`src/rtl/spi_slave.sv`:
```
// spi_slave: SPI peripheral endpoint, oversampled on the system clock.
// Ports: clk, rst_n (async, active-low); serial pins sclk, cs, mosi -> miso;
//   TX load port tx_data/tx_valid/tx_ready; RX word rx_data with rx_valid
//   strobe; status busy, frame_err and tx_underrun strobes.
module spi_slave #(
    parameter int SPI_TRF_BIT = 12
) (
    input  logic                   clk,
    input  logic                   rst_n,
    input  logic                   sclk,
    input  logic                   cs,
    input  logic                   mosi,
    output logic                   miso,
    input  logic [SPI_TRF_BIT-1:0] tx_data,
    input  logic                   tx_valid,
    output logic                   tx_ready,
    output logic [SPI_TRF_BIT-1:0] rx_data,
    output logic                   rx_valid,
    output logic                   busy,
    output logic                   frame_err,
    output logic                   tx_underrun
);
    localparam int W  = SPI_TRF_BIT;
    localparam int CW = $clog2(SPI_TRF_BIT + 1);

    typedef enum logic [1:0] {
        IDLE  = 2'd0,
        SHIFT = 2'd1,
        DONE  = 2'd2
    } state_t;

    // Two synchroniser flops plus one history flop for edge detection.
    logic [2:0] sclk_q;
    logic [2:0] cs_q;
    logic [1:0] mosi_q;

    always_ff @(posedge clk or negedge rst_n) begin
        if (!rst_n) begin
            sclk_q <= 3'b000;
            cs_q   <= 3'b111;
            mosi_q <= 2'b00;
        end else begin
            sclk_q <= {sclk_q[1:0], sclk};
            cs_q   <= {cs_q[1:0], cs};
            mosi_q <= {mosi_q[0], mosi};
        end
    end

    logic sclk_rise, sclk_fall, cs_fall, cs_rise;
    assign sclk_rise = sclk_q[1] & ~sclk_q[2];
    assign sclk_fall = ~sclk_q[1] & sclk_q[2];
    assign cs_fall   = ~cs_q[1] & cs_q[2];
    assign cs_rise   = cs_q[1] & ~cs_q[2];

    state_t         state_q, state_d;
    logic [CW-1:0]  cnt_q, cnt_d;
    logic [CW-1:0]  idx_q, idx_d;
    logic [W-1:0]   tx_sh_q, tx_sh_d;
    logic [W-1:0]   rx_sh_q, rx_sh_d;
    logic [W-1:0]   buf_q, buf_d;
    logic           full_q, full_d;
    logic           miso_q, miso_d;
    logic [W-1:0]   rx_data_q, rx_data_d;
    logic           rx_valid_q, rx_valid_d;
    logic           frame_err_q, frame_err_d;
    logic           underrun_q, underrun_d;

    always_ff @(posedge clk or negedge rst_n) begin
        if (!rst_n) begin
            state_q     <= IDLE;
            cnt_q       <= '0;
            idx_q       <= '0;
            tx_sh_q     <= '0;
            rx_sh_q     <= '0;
            buf_q       <= '0;
            full_q      <= 1'b0;
            miso_q      <= 1'b0;
            rx_data_q   <= '0;
            rx_valid_q  <= 1'b0;
            frame_err_q <= 1'b0;
            underrun_q  <= 1'b0;
        end else begin
            state_q     <= state_d;
            cnt_q       <= cnt_d;
            idx_q       <= idx_d;
            tx_sh_q     <= tx_sh_d;
            rx_sh_q     <= rx_sh_d;
            buf_q       <= buf_d;
            full_q      <= full_d;
            miso_q      <= miso_d;
            rx_data_q   <= rx_data_d;
            rx_valid_q  <= rx_valid_d;
            frame_err_q <= frame_err_d;
            underrun_q  <= underrun_d;
        end
    end

    always_comb begin
        state_d     = state_q;
        cnt_d       = cnt_q;
        idx_d       = idx_q;
        tx_sh_d     = tx_sh_q;
        rx_sh_d     = rx_sh_q;
        buf_d       = buf_q;
        full_d      = full_q;
        miso_d      = miso_q;
        rx_data_d   = rx_data_q;
        rx_valid_d  = 1'b0;
        frame_err_d = 1'b0;
        underrun_d  = 1'b0;

        // A load while empty wins even against a same-cycle frame start,
        // so the word is kept for the following frame.
        if (tx_valid && !full_q) begin
            buf_d  = tx_data;
            full_d = 1'b1;
        end

        unique case (state_q)
            IDLE: begin
                miso_d = 1'b0;
                cnt_d  = '0;
                idx_d  = '0;
                if (cs_fall) begin
                    state_d = SHIFT;
                    if (full_q) begin
                        tx_sh_d = buf_q;
                        full_d  = 1'b0;
                    end else begin
                        tx_sh_d    = '0;
                        underrun_d = 1'b1;
                    end
                end
            end
            SHIFT: begin
                if (cs_rise) begin
                    frame_err_d = 1'b1;
                    miso_d      = 1'b0;
                    state_d     = IDLE;
                end else if (sclk_rise) begin
                    if (idx_q < CW'(W)) begin
                        miso_d  = tx_sh_q[W-1];
                        tx_sh_d = tx_sh_q << 1;
                        idx_d   = idx_q + CW'(1);
                    end else begin
                        miso_d = 1'b0;
                    end
                end else if (sclk_fall) begin
                    rx_sh_d = (rx_sh_q << 1) | {{(W-1){1'b0}}, mosi_q[1]};
                    cnt_d   = cnt_q + CW'(1);
                    // Last bit: publish the word on the same edge that
                    // shifts it in.
                    if (cnt_q == CW'(W - 1)) begin
                        rx_data_d  = rx_sh_d;
                        rx_valid_d = 1'b1;
                        state_d    = DONE;
                    end
                end
            end
            DONE: begin
                miso_d = 1'b0;
                if (cs_rise) begin
                    state_d = IDLE;
                end
            end
            default: begin
                state_d = IDLE;
                miso_d  = 1'b0;
            end
        endcase
    end

    assign miso        = miso_q;
    assign tx_ready    = ~full_q;
    assign rx_data     = rx_data_q;
    assign rx_valid    = rx_valid_q;
    assign busy        = (state_q != IDLE);
    assign frame_err   = frame_err_q;
    assign tx_underrun = underrun_q;

endmodule

```
`config.mk`:
```
export PLATFORM = sky130hd
export DESIGN_NAME = spi_slave
export DESIGN_NICKNAME = d
export VERILOG_FILES = /design/src/rtl/spi_slave.sv
export SDC_FILE = /design/constraint.sdc
export NUM_CORES = 1
export LEC_CHECK = 0
export ABC_CLOCK_PERIOD_IN_PS = 2090
export BUFFER_PORTS_ARGS = -buffer_cell sky130_fd_sc_hd__buf_4
export CORE_MARGIN = 3
export CORE_UTILIZATION = 30
export DETAILED_ROUTE_END_ITERATION = 6
export GPL_ROUTABILITY_DRIVEN = 0
export PLACE_DENSITY = 0.44
export SYNTH_ARGS = -nofsm -noshare
export SYNTH_HDL_FRONTEND = slang
export SYNTH_SLANG_ARGS = --single-unit
```
`constraint.sdc`:
```
create_clock -name clk -period 2.09 [get_ports clk]
set_clock_uncertainty 0.1 [all_clocks]
set_input_delay 0.209 -clock clk [delete_from_list [all_inputs] [get_ports clk]]
set_output_delay 0.209 -clock clk [all_outputs]
set_load 0.1 [all_outputs]
```
==> impl_metrics.csv, run 1 <==
group,metric,value,unit
sta,fin_setup_tns,0,ns
synth,synth.distinct_cells,36,
power,clockPowerShare,27.7,%
cts,cts_setup_buffers,0,
cts,cts_tree,"yes",
drt,ant_nets,0,
drt,drcViolationCount,0,
cells_and_area,layout.area.seq,0.00176,mm²
die,core-area,0.00924,mm²
cts,cts_max_path_buffers,2,
synth,synth_top_cell_area_share,58.6,%
power,seq_power_share,51.5,%
synth,synth_area,0.00286,mm²
sta,timing_max_transition_violations_final,0,
cells_and_area,syn_to_final_growth,27.3,%
synth,yosysSeqAreaShare,61.3,%
worst_setup_path,crit_fanout,13,
die,fp.dieW,104,µm
power,total_power,3.51,mW
flow_run,maxCapViolCount,0,
die,ios,36,
cts,cts-root-buf,"clkbuf_8",
synth,syn-num-nets,241,
worst_setup_path,critPathSlowestCell,"dfstp_2",
drt,viasPerCell,4.53,
drt,met2_wirelength,2480,µm
synth,synthCells,221,
drt,route.met3.wl,256,µm
cts,htreeDepth,3,
die,die_h,104,µm
cts,clock-sinks,70,
die,die_area,0.0107,mm²
sta,hold_ws,0.0159,ns
drt,dr.pass1.iters,4,
grt,grt_max_degree,37,
grt,grt_pass1_wl,9320,µm
place,place_inst,385,
grt,grt-ovfl-total,0,
cells_and_area,nNetsFinal,302,
sta,hold_viol_final,0,
cells_and_area,multi_input_area,0.00103,mm²
grt,grt_usage,10.9,%
power,p_sw_share,29.0,%
sta,setup_viol,0,
synth,synth_top_cell_by_area,"dfrtp_1",
synth,syn_avg_cell_area,12.9,µm²
worst_setup_path,cp-start-kind,"register",
drt,top_layer_used,"met4",
worst_setup_path,worstPathArrival,1.94,ns
synth,ys.flop_type,"dfrtp_1",
cells_and_area,drive_above_1_share,41.3,%
grt,grt_pass1_vias,1881,
die,std_cell_rows,35,
place,io_buffers,35,
worst_setup_path,crit_required,2.21,ns
worst_setup_path,critPathCaptureType,"register",
power,power_switching,1.02,mW
sta,slew_headroom,63.9,%
cells_and_area,final_common_cell,"dfrtp_1",
drt,drt_wl_total,5610,µm
power,intPower,2.49,mW
synth,yosysWarnings,0,
power,ir_drop,0.340,mV
worst_setup_path,crit_path_max_incr_delay,0.55,ns
cells_and_area,diodes,0,
worst_hold_path,hold_path_class,"input pin to register",
drt,avgRoutedWirePerCell,13.5,µm
place,dp_hpwl,3740,µm
cts,clkLatencyLatePin,0.34,ns
sta,tightest_slew,0.541,ns
synth,synthArstFlopShare,100,%
worst_setup_path,path_cells,"or2b_2 -> nand2_4 -> buf_4 -> nor3_4 -> buf_4 -> mux2_2",
cells_and_area,layout_common_cells,"dfrtp_1 (67), buf_4 (45), mux2_2 (37), nand2_1 (32), dlygate4sd3_1 (15)",
power,leakagePower,1.71,nW
cells_and_area,fillerInstances,917,
synth,yosys-top-cells-area,"dfrtp_1 (59%), mux2_2 (15%), o221a_2 (4.3%), nand2_1 (4.2%), dfstp_2 (2.8%)",
worst_setup_path,crit_top_cell,"buf_4",
grt,antenna_found_initial,0,
sta,period_needed,1.82,ns
synth,ys_ff_latch,70,
cells_and_area,final_util,39.4,%
sta,rsz0062_at_grt,"no",
cts,cts_inserted_buffers,9,
drt,vias,1881,
die,initial_core_util,31.0,%
cts,clkTransAtPathRegs,0.07,ns
worst_setup_path,crit_type,"register to register",
cells_and_area,stdcell_count,415,
sta,achievable-frequency,549,MHz
drt,wl_met1,2800,µm
sta,period_share,87.1,%
power,powerDensity,963,mW/mm²
run_status,status,"finished clean",
synth,synth_edf_count,0,
drt,first_iter_violations,84,
power,power_frac_comb,20.8,%
==> Yosys cell counts (all sizes together), types with 2 or more instances <==
library cell  count
clkbuf            5
dfstp             3
a21oi             4
ha                2
nor3              5
buf               6
mux2             37
dfrtp            67
nand3            10
nand4             2
nand2b            2
nor2              8
nand2            33
o221a            11
nor2b             4
inv               4
and3              2
a22o              2
==> per-stage QoR <==
step | setup slack [ns] | cell area, µm²
2_1_floorplan | 0.369 | 2860
3_3_place_gp | 0.0555 | 3320
3_5_place_dp | 0.0404 | 3320
4_1_cts | 0.0211 | 3600
5_1_grt | 0.173 | 3640
6_report | 0.270 | 3640
==> power groups by stage <==
| stage | Combinational, mW | Sequential, mW | Clock [mW] |
|---|---|---|---|
| finish | 0.730 | 1.81 | 0.972 |
| detailed placement | 0.718 | 1.84 | 0 |
| floorplan | 0.516 | 1.81 | 0 |
| CTS | 0.739 | 1.81 | 1.01 |
| global route | 0.808 | 1.84 | 1.08 |
| global placement | 0.713 | 1.84 | 0 |
==> layer usage <==
layer / vias up / global-route usage [%]
met1: 937 / 14.7
met4: 0 / 4.84
li1: 904 / -
met5: - / 0
met3: 5 / 3.61
met2: 35 / 15.7
==> cells by family (layout without fill, tap and decap cells) <==
logic type / after synthesis / count (layout) / synth area share [%]
fa+ha+maj: 2 / 2 / 0.874
buf+inv: 15 / 80 / 2.75
mux: 37 / 37 / 14.6
flops: 70 / 70 / 61.3
compound gates: 25 / 25 / 7.87
simple gates: 72 / 72 / 12.6
==> cell type report <==
cell class,count,area share (%)
inverters,4,0.412
clock inverters,4,0.618
well taps,129,4.43
flip-flops and latches,70,48.2
clock buffers,11,4.16
multi-input cells,136,28.3
repair buffers,61,13.9
==> final timing paths <==
| path | slack, ns | end | cells after the start | from |
|---|---|---|---|---|
| max | 0.27 | rx_data[0] | 6 | cs_q[1] |
| min | 0.02 | buf_q[3] | 2 | tx_data[3] |
| max reg2reg | 0.27 | rx_data[0] | 6 | cs_q[1] |
| min reg2reg | 0.25 | mosi_q[1] | 0 | mosi_q[0] |
| max in group asynchronous | 0.99 | cs_q[1] | 3 | rst_n |
| min in group asynchronous | 0.27 | idx_q[0] | 2 | rst_n |
==> flip-flops by register name (all words and copies together) (netlist names) <==
name         count
buf_q           12
sclk_q           3
tx_underrun      1
tx_sh_q         12
mosi_q           2
idx_q            4
miso             1
rx_valid         1
frame_err        1
cs_q             3
rx_data         12
state_q          2
rx_sh_q         11
cnt_q            4
full_q           1
==> worst max-delay path, delay by kind of cell (launching register included) <==
family / cells / cell delay [ns]
muxes: 1 / 0.28
buffers and inverters: 2 / 0.32
DFF: 1 / 0.55
and+or+nand+nor: 3 / 0.47
==> repair_timing <==
item / CTS / global route
resized for setup: 0 / 1
setup endpoints to repair: 0 / 11
hold buffers: 11 / 4
hold endpoints to repair: 44 / 4
(Power assumes the default switching activity.)
==> run 2: changes to the inputs <==
--- a/config.mk
+++ b/config.mk
@@ -5,7 +5,7 @@
 export SDC_FILE = /design/constraint.sdc
 export NUM_CORES = 1
 export LEC_CHECK = 0
-export ABC_CLOCK_PERIOD_IN_PS = 2090
+export ABC_CLOCK_PERIOD_IN_PS = 1800
 export BUFFER_PORTS_ARGS = -buffer_cell sky130_fd_sc_hd__buf_4
 export CORE_MARGIN = 3
 export CORE_UTILIZATION = 30
==> constraint.sdc (replaced) <==
create_clock -name clk -period 1.8 [get_ports clk]
set_clock_uncertainty 0.1 [all_clocks]
set_input_delay 0.18 -clock clk [delete_from_list [all_inputs] [get_ports clk]]
set_output_delay 0.18 -clock clk [all_outputs]
set_load 0.1 [all_outputs]
==> run 2 against run 1 <==
  * Clock power increased by 42%
  * Worst hold slack gained 0.18 ns
  * Register-to-register slack got worse by 0.21 ns
  * Highest routed layer unchanged
  * Power grew 24%
==> impl_metrics.csv, run 2 (synthesis gave the netlist of run 1 again) <==
group,metric,value,unit
run_status,status,"finished clean",
sta,period_share,96.9,%
grt,globalRouteMet1Util,15.8,%
die,core-area,0.00924,mm²
grt,use_met2,17.1,%
grt,met3_usage,2.62,%
cts,clock-sinks,70,
cells_and_area,nNetsFinal,313,
worst_setup_path,worstRegToRegCells,5,
cts,htreeDepth,3,
worst_hold_path,hold_path_class,"input pin to async pin",
grt,grt_pass1_vias,2033,
drt,drcViolationCount,0,
cells_and_area,final_common_cell,"dfrtp_1",
sta,fin_ws,0.0559,ns
grt,grt_max_degree,46,
drt,vias,1912,
sta,slew_headroom,74.8,%
flow_run,maxCapViolCount,0,
cts,cts_tree,"yes",
place,io_buffers,35,
worst_setup_path,critPathCaptureType,"register",
drt,first_iter_violations,72,
sta,tightest_slew,0.376,ns
cells_and_area,syn_to_final_growth,33.8,%
die,fp.dieW,104,µm
die,std_cell_rows,35,
cts,clkTransAtPathRegs,0.07,ns
worst_setup_path,cp-start-kind,"register",
cells_and_area,diodes,0,
cts,cts_max_path_buffers,2,
place,dp_hpwl,3770,µm
power,leakagePower,1.79,nW
grt,antenna_found_initial,0,
power,powerDensity,1140,mW/mm²
cts,cts_inserted_buffers,9,
die,ios,36,
grt,grt_usage,11.4,%
sta,hold_viol_final,0,
worst_setup_path,worstPathArrival,1.87,ns
worst_setup_path,crit_required,1.93,ns
cells_and_area,drive_above_1_share,44.0,%
drt,dr.pass1.iters,4,
cts,clkLatencyLatePin,0.34,ns
sta,rsz0062_at_grt,"no",
cells_and_area,fillerInstances,893,
grt,grt-ovfl-total,0,
grt,top_usage_layer,"met2",
sta,achievable-frequency,573,MHz
die,initial_core_util,31.0,%
cts,cts-root-buf,"clkbuf_8",
drt,avgRoutedWirePerCell,13.4,µm
drt,ant_nets,0,
power,ir_drop,0.382,mV
grt,grt_pass1_wl,10000,µm
drt,viasPerCell,4.48,
cells_and_area,final_util,41.4,%
place,place_ws,-0.229,ns
die,die_area,0.0107,mm²
drt,drt_wl_total,5710,µm
sta,timing_max_transition_violations_final,0,
sta,setup_viol,0,
die,die_h,104,µm
worst_setup_path,crit_type,"register to register",
worst_setup_path,crit_fanout,3,
cells_and_area,layout_common_cells,"dfrtp_1 (67), buf_4 (53), mux2_2 (36), nand2_1 (31), dlygate4sd3_1 (16)",
sta,period_needed,1.74,ns
[run 2: area by class of cell]
class | instances | area, µm² | area share (%)
clock buffers | 11 | 131 | 3.43
clock inverters | 5 | 83.8 | 2.19
repair buffers | 72 | 618 | 16.1
flip-flops and latches | 70 | 1760 | 45.8
inverters | 4 | 15.0 | 0.392
multi-input cells | 136 | 1060 | 27.8
well taps | 129 | 161 | 4.22
[run 2: metrics by stage]
step | setup TNS [ns] | total power, mW | cell area [µm²] | cells | hold WS (ns)
6_report | 0 | 4.35 | 3830 | 427 | 0.199
5_1_grt | 0 | 4.62 | 3830 | 427 | 0.235
4_1_cts | 0 | 4.43 | 3800 | 426 | 0.206
3_5_place_dp | -5.52 | 2.99 | 3390 | 393 | 0.0299
3_3_place_gp | -5.06 | 2.98 | 3390 | 393 | 0.0279
2_1_floorplan | 0 | 2.70 | 2860 | 221 | -0.216
[run 2: where the power goes]
part,switching (mW),internal (mW),total (mW)
registers,0.196,1.91,2.11
clock network,0.594,0.784,1.38
logic,0.424,0.445,0.869
[run 2: worst max-delay path: stages (launching register included)]
cell,delay [ns]
dfstp_2,0.54
or2b_4,0.28
buf_4,0.15
nand4_1,0.10
mux2_4,0.30
a22o_1,0.17
[run 2: path summary, 6_finish.rpt]
path,from,end,slack [ns]
max,cs_q[1],idx_q[2],0.06
min,rst_n,idx_q[0],0.20
max reg2reg,cs_q[1],idx_q[2],0.06
min reg2reg,sclk_q[0],sclk_q[1],0.25
max in group asynchronous,rst_n,cs_q[0],0.79
min in group clk,sclk_q[0],sclk_q[1],0.25
[run 2: what timing repair did]
item,CTS,global route
gates cloned,0,0
setup buffers,1,1
hold endpoints to repair,40,0
gates resized for setup,4,5
pin swaps,1,0
hold buffers,16,0
endpoints found under the setup margin,35,14
[run 2: per-layer routing]
layer,vias to the layer above,share of wire [%]
li1,930,-
met3,11,3.6
met5,-,0
met2,34,45
met1,937,50
met4,0,1.8
==> run 3: changes to the inputs <==
==> config.mk (replaced) <==
export PLATFORM = sky130hd
export DESIGN_NAME = spi_slave
export DESIGN_NICKNAME = d
export VERILOG_FILES = /design/src/rtl/spi_slave.sv
export SDC_FILE = /design/constraint.sdc
export NUM_CORES = 1
export LEC_CHECK = 0
export ABC_CLOCK_PERIOD_IN_PS = 1400
export BUFFER_PORTS_ARGS = -buffer_cell sky130_fd_sc_hd__buf_4
export CORE_MARGIN = 3
export CORE_UTILIZATION = 30
export DETAILED_ROUTE_END_ITERATION = 6
export PLACE_DENSITY = 0.45
export SYNTH_ARGS = -nofsm -noshare
export SYNTH_HDL_FRONTEND = slang
export SYNTH_SLANG_ARGS = --single-unit
==> constraint.sdc (replaced) <==
create_clock -name clk -period 1.4 [get_ports clk]
set_clock_uncertainty 0.1 [all_clocks]
set_input_delay 0.14 -clock clk [delete_from_list [all_inputs] [get_ports clk]]
set_output_delay 0.14 -clock clk [all_outputs]
set_load 0.1 [all_outputs]
==> run 3 against run 2 <==
  * The run now ends with setup timing left
  * Routed wire length rose by 15%
  * Largest cell class unchanged
  * Sequential power rose by 32%
  * Worst hold slack got worse by 0.032 ns
  * Sequential cell count did not move
  * Core utilization rose by 8.2 points
  * Critical path depth rose by 2
  * Largest power group unchanged
  * Non-clock buffer count rose by 39
  * Global-route usage rose by 1.7 points
==> impl_metrics.csv, run 3 (synthesis gave the netlist of run 1 again) <==
group,metric,value,unit
sta,period_share,125,%
sta,timing_max_transition_violations_final,0,
sta,hold_viol_final,0,
worst_setup_path,crit_required,1.53,ns
place,dp_hpwl,4060,µm
place,placedInstanceArea,0.00365,mm²
power,total_power,6.18,mW
flow_run,maxCapViolCount,0,
worst_setup_path,crit_path_max_incr_delay,0.53,ns
worst_setup_path,worstPathArrival,1.88,ns
power,ir_drop,0.642,mV
die,initial_core_util,31.0,%
worst_setup_path,path_buf_inv,3,
cts,cts-root-buf,"clkbuf_8",
sta,hold_ws,0.166,ns
cts,cts_max_path_buffers,2,
sta,setup_viol,48,
drt,ant_nets,0,
grt,antenna_found_initial,0,
drt,first_iter_violations,122,
sta,rsz0062_at_grt,"yes",
worst_setup_path,critPathCaptureType,"register",
power,leakagePower,2.11,nW
cts,htreeDepth,3,
worst_setup_path,cp_top_family,"flip-flops",
grt,grt_usage,13.1,%
worst_setup_path,crit_type,"register to register",
grt,grt_pass1_vias,2250,
sta,achievable-frequency,570,MHz
worst_setup_path,critPathSlowestCell,"dfstp_2",
run_status,failed_checks,"setup timing",
die,ios,36,
drt,dr.pass1.iters,4,
worst_setup_path,crit_top_cell,"buf_6",
cells_and_area,diodes,0,
cells_and_area,nNetsFinal,352,
cts,clock-sinks,70,
sta,period_needed,1.76,ns
place,io_buffers,35,
cts,clkTransAtPathRegs,0.08,ns
drt,avgRoutedWirePerCell,14.1,µm
cells_and_area,postLayoutCellArea,0.00458,mm²
cells_and_area,layout_common_cells,"dfrtp_1 (67), buf_4 (63), nand2_1 (31), mux2_2 (23), buf_6 (22)",
grt,grt_max_degree,29,
die,core-area,0.00924,mm²
cells_and_area,fillerInstances,816,
run_status,status,"finished, violations left",
die,die_area,0.0107,mm²
cells_and_area,stdcell_count,466,
sta,fin_setup_tns,-13.25,ns
sta,tightest_slew,0.385,ns
die,fp.dieW,104,µm
grt,grt-ovfl-total,0,
sta,slew_headroom,74.3,%
place,gp_congestion,0.677,
worst_setup_path,crit_fanout,6,
drt,drcViolationCount,0,
worst_setup_path,path_cells,"or2b_4 -> nand2_4 -> buf_6 -> nor3_4 -> buf_6 -> buf_16 -> mux2_4",
place,place_inst,405,
sta,fin_ws,-0.355,ns
drt,viasPerCell,4.55,
place,place_ws,-0.640,ns
drt,vias,2121,
die,std_cell_rows,35,
die,die_h,104,µm
worst_setup_path,cp-start-kind,"register",
cells_and_area,final_common_cell,"dfrtp_1",
cts,cts_tree,"yes",
cells_and_area,drive_above_1_share,56.1,%
cts,clkLatencyLatePin,0.34,ns
worst_hold_path,hold_path_class,"input pin to async pin",
cells_and_area,final_util,49.6,%
cells_and_area,syn_to_final_growth,60.2,%
power,powerDensity,1350,mW/mm²
grt,grt_pass1_wl,11400,µm
cts,cts_inserted_buffers,9,
drt,drt_wl_total,6560,µm
run 3: layout make-up:
| class | count | area, µm² | area share, % |
|---|---|---|---|
| clock buffer | 10 | 128 | 2.78 |
| clock inverter | 6 | 93.8 | 2.05 |
| inverter | 4 | 21.3 | 0.464 |
| multi-input combinational | 136 | 1330 | 29.0 |
| sequential | 70 | 1760 | 38.3 |
| tap | 129 | 161 | 3.52 |
| timing repair buffer | 111 | 1090 | 23.9 |
run 3: worst reg2reg max path, stage by stage, from the launching register on:
cell and delay, ns:
dfstp_2 0.53, or2b_4 0.28, nand2_4 0.07, buf_6 0.10, nor3_4 0.03, buf_6 0.13
buf_16 0.13, mux2_4 0.28
run 3: timing repair:
action,CTS,global route
cloned,1,1
gates resized for setup,50,25
setup buffers,20,10
endpoints found under the setup margin,47,51
hold buffers,16,0
hold endpoints to repair,72,0
pin swaps,11,9
run 3: layer usage:
metal  wire length, µm  track usage [%]  part of all wire [%]  up-vias
li1                  -                -                     -     1012
met1              3120             17.6                    47     1077
met3               208             3.49                   3.2        4
met5                 0                0                     0        -
met4                64             3.70                  0.98        0
met2              3180             21.1                    48       28
run 3: final timing paths:
check,from,end,slack (ns),depth (start not counted)
max in group asynchronous,rst_n,rx_sh_q[4],0.51,3
min in group clk,tx_valid,full_q,0.22,4
worst max-delay path,cs_q[1],rx_data[3],-0.36,7
worst max register to register,cs_q[1],rx_data[3],-0.36,7
worst min-delay path,rst_n,buf_q[9],0.17,2
worst min register to register,sclk_q[0],sclk_q[1],0.26,0
run 3: power by group:
group,leakage [nW],switching [mW],internal (mW),total [mW]
Sequential,0.883,0.330,2.45,2.78
Clock,0.107,0.803,1.02,1.82
Combinational,1.12,0.650,0.929,1.58
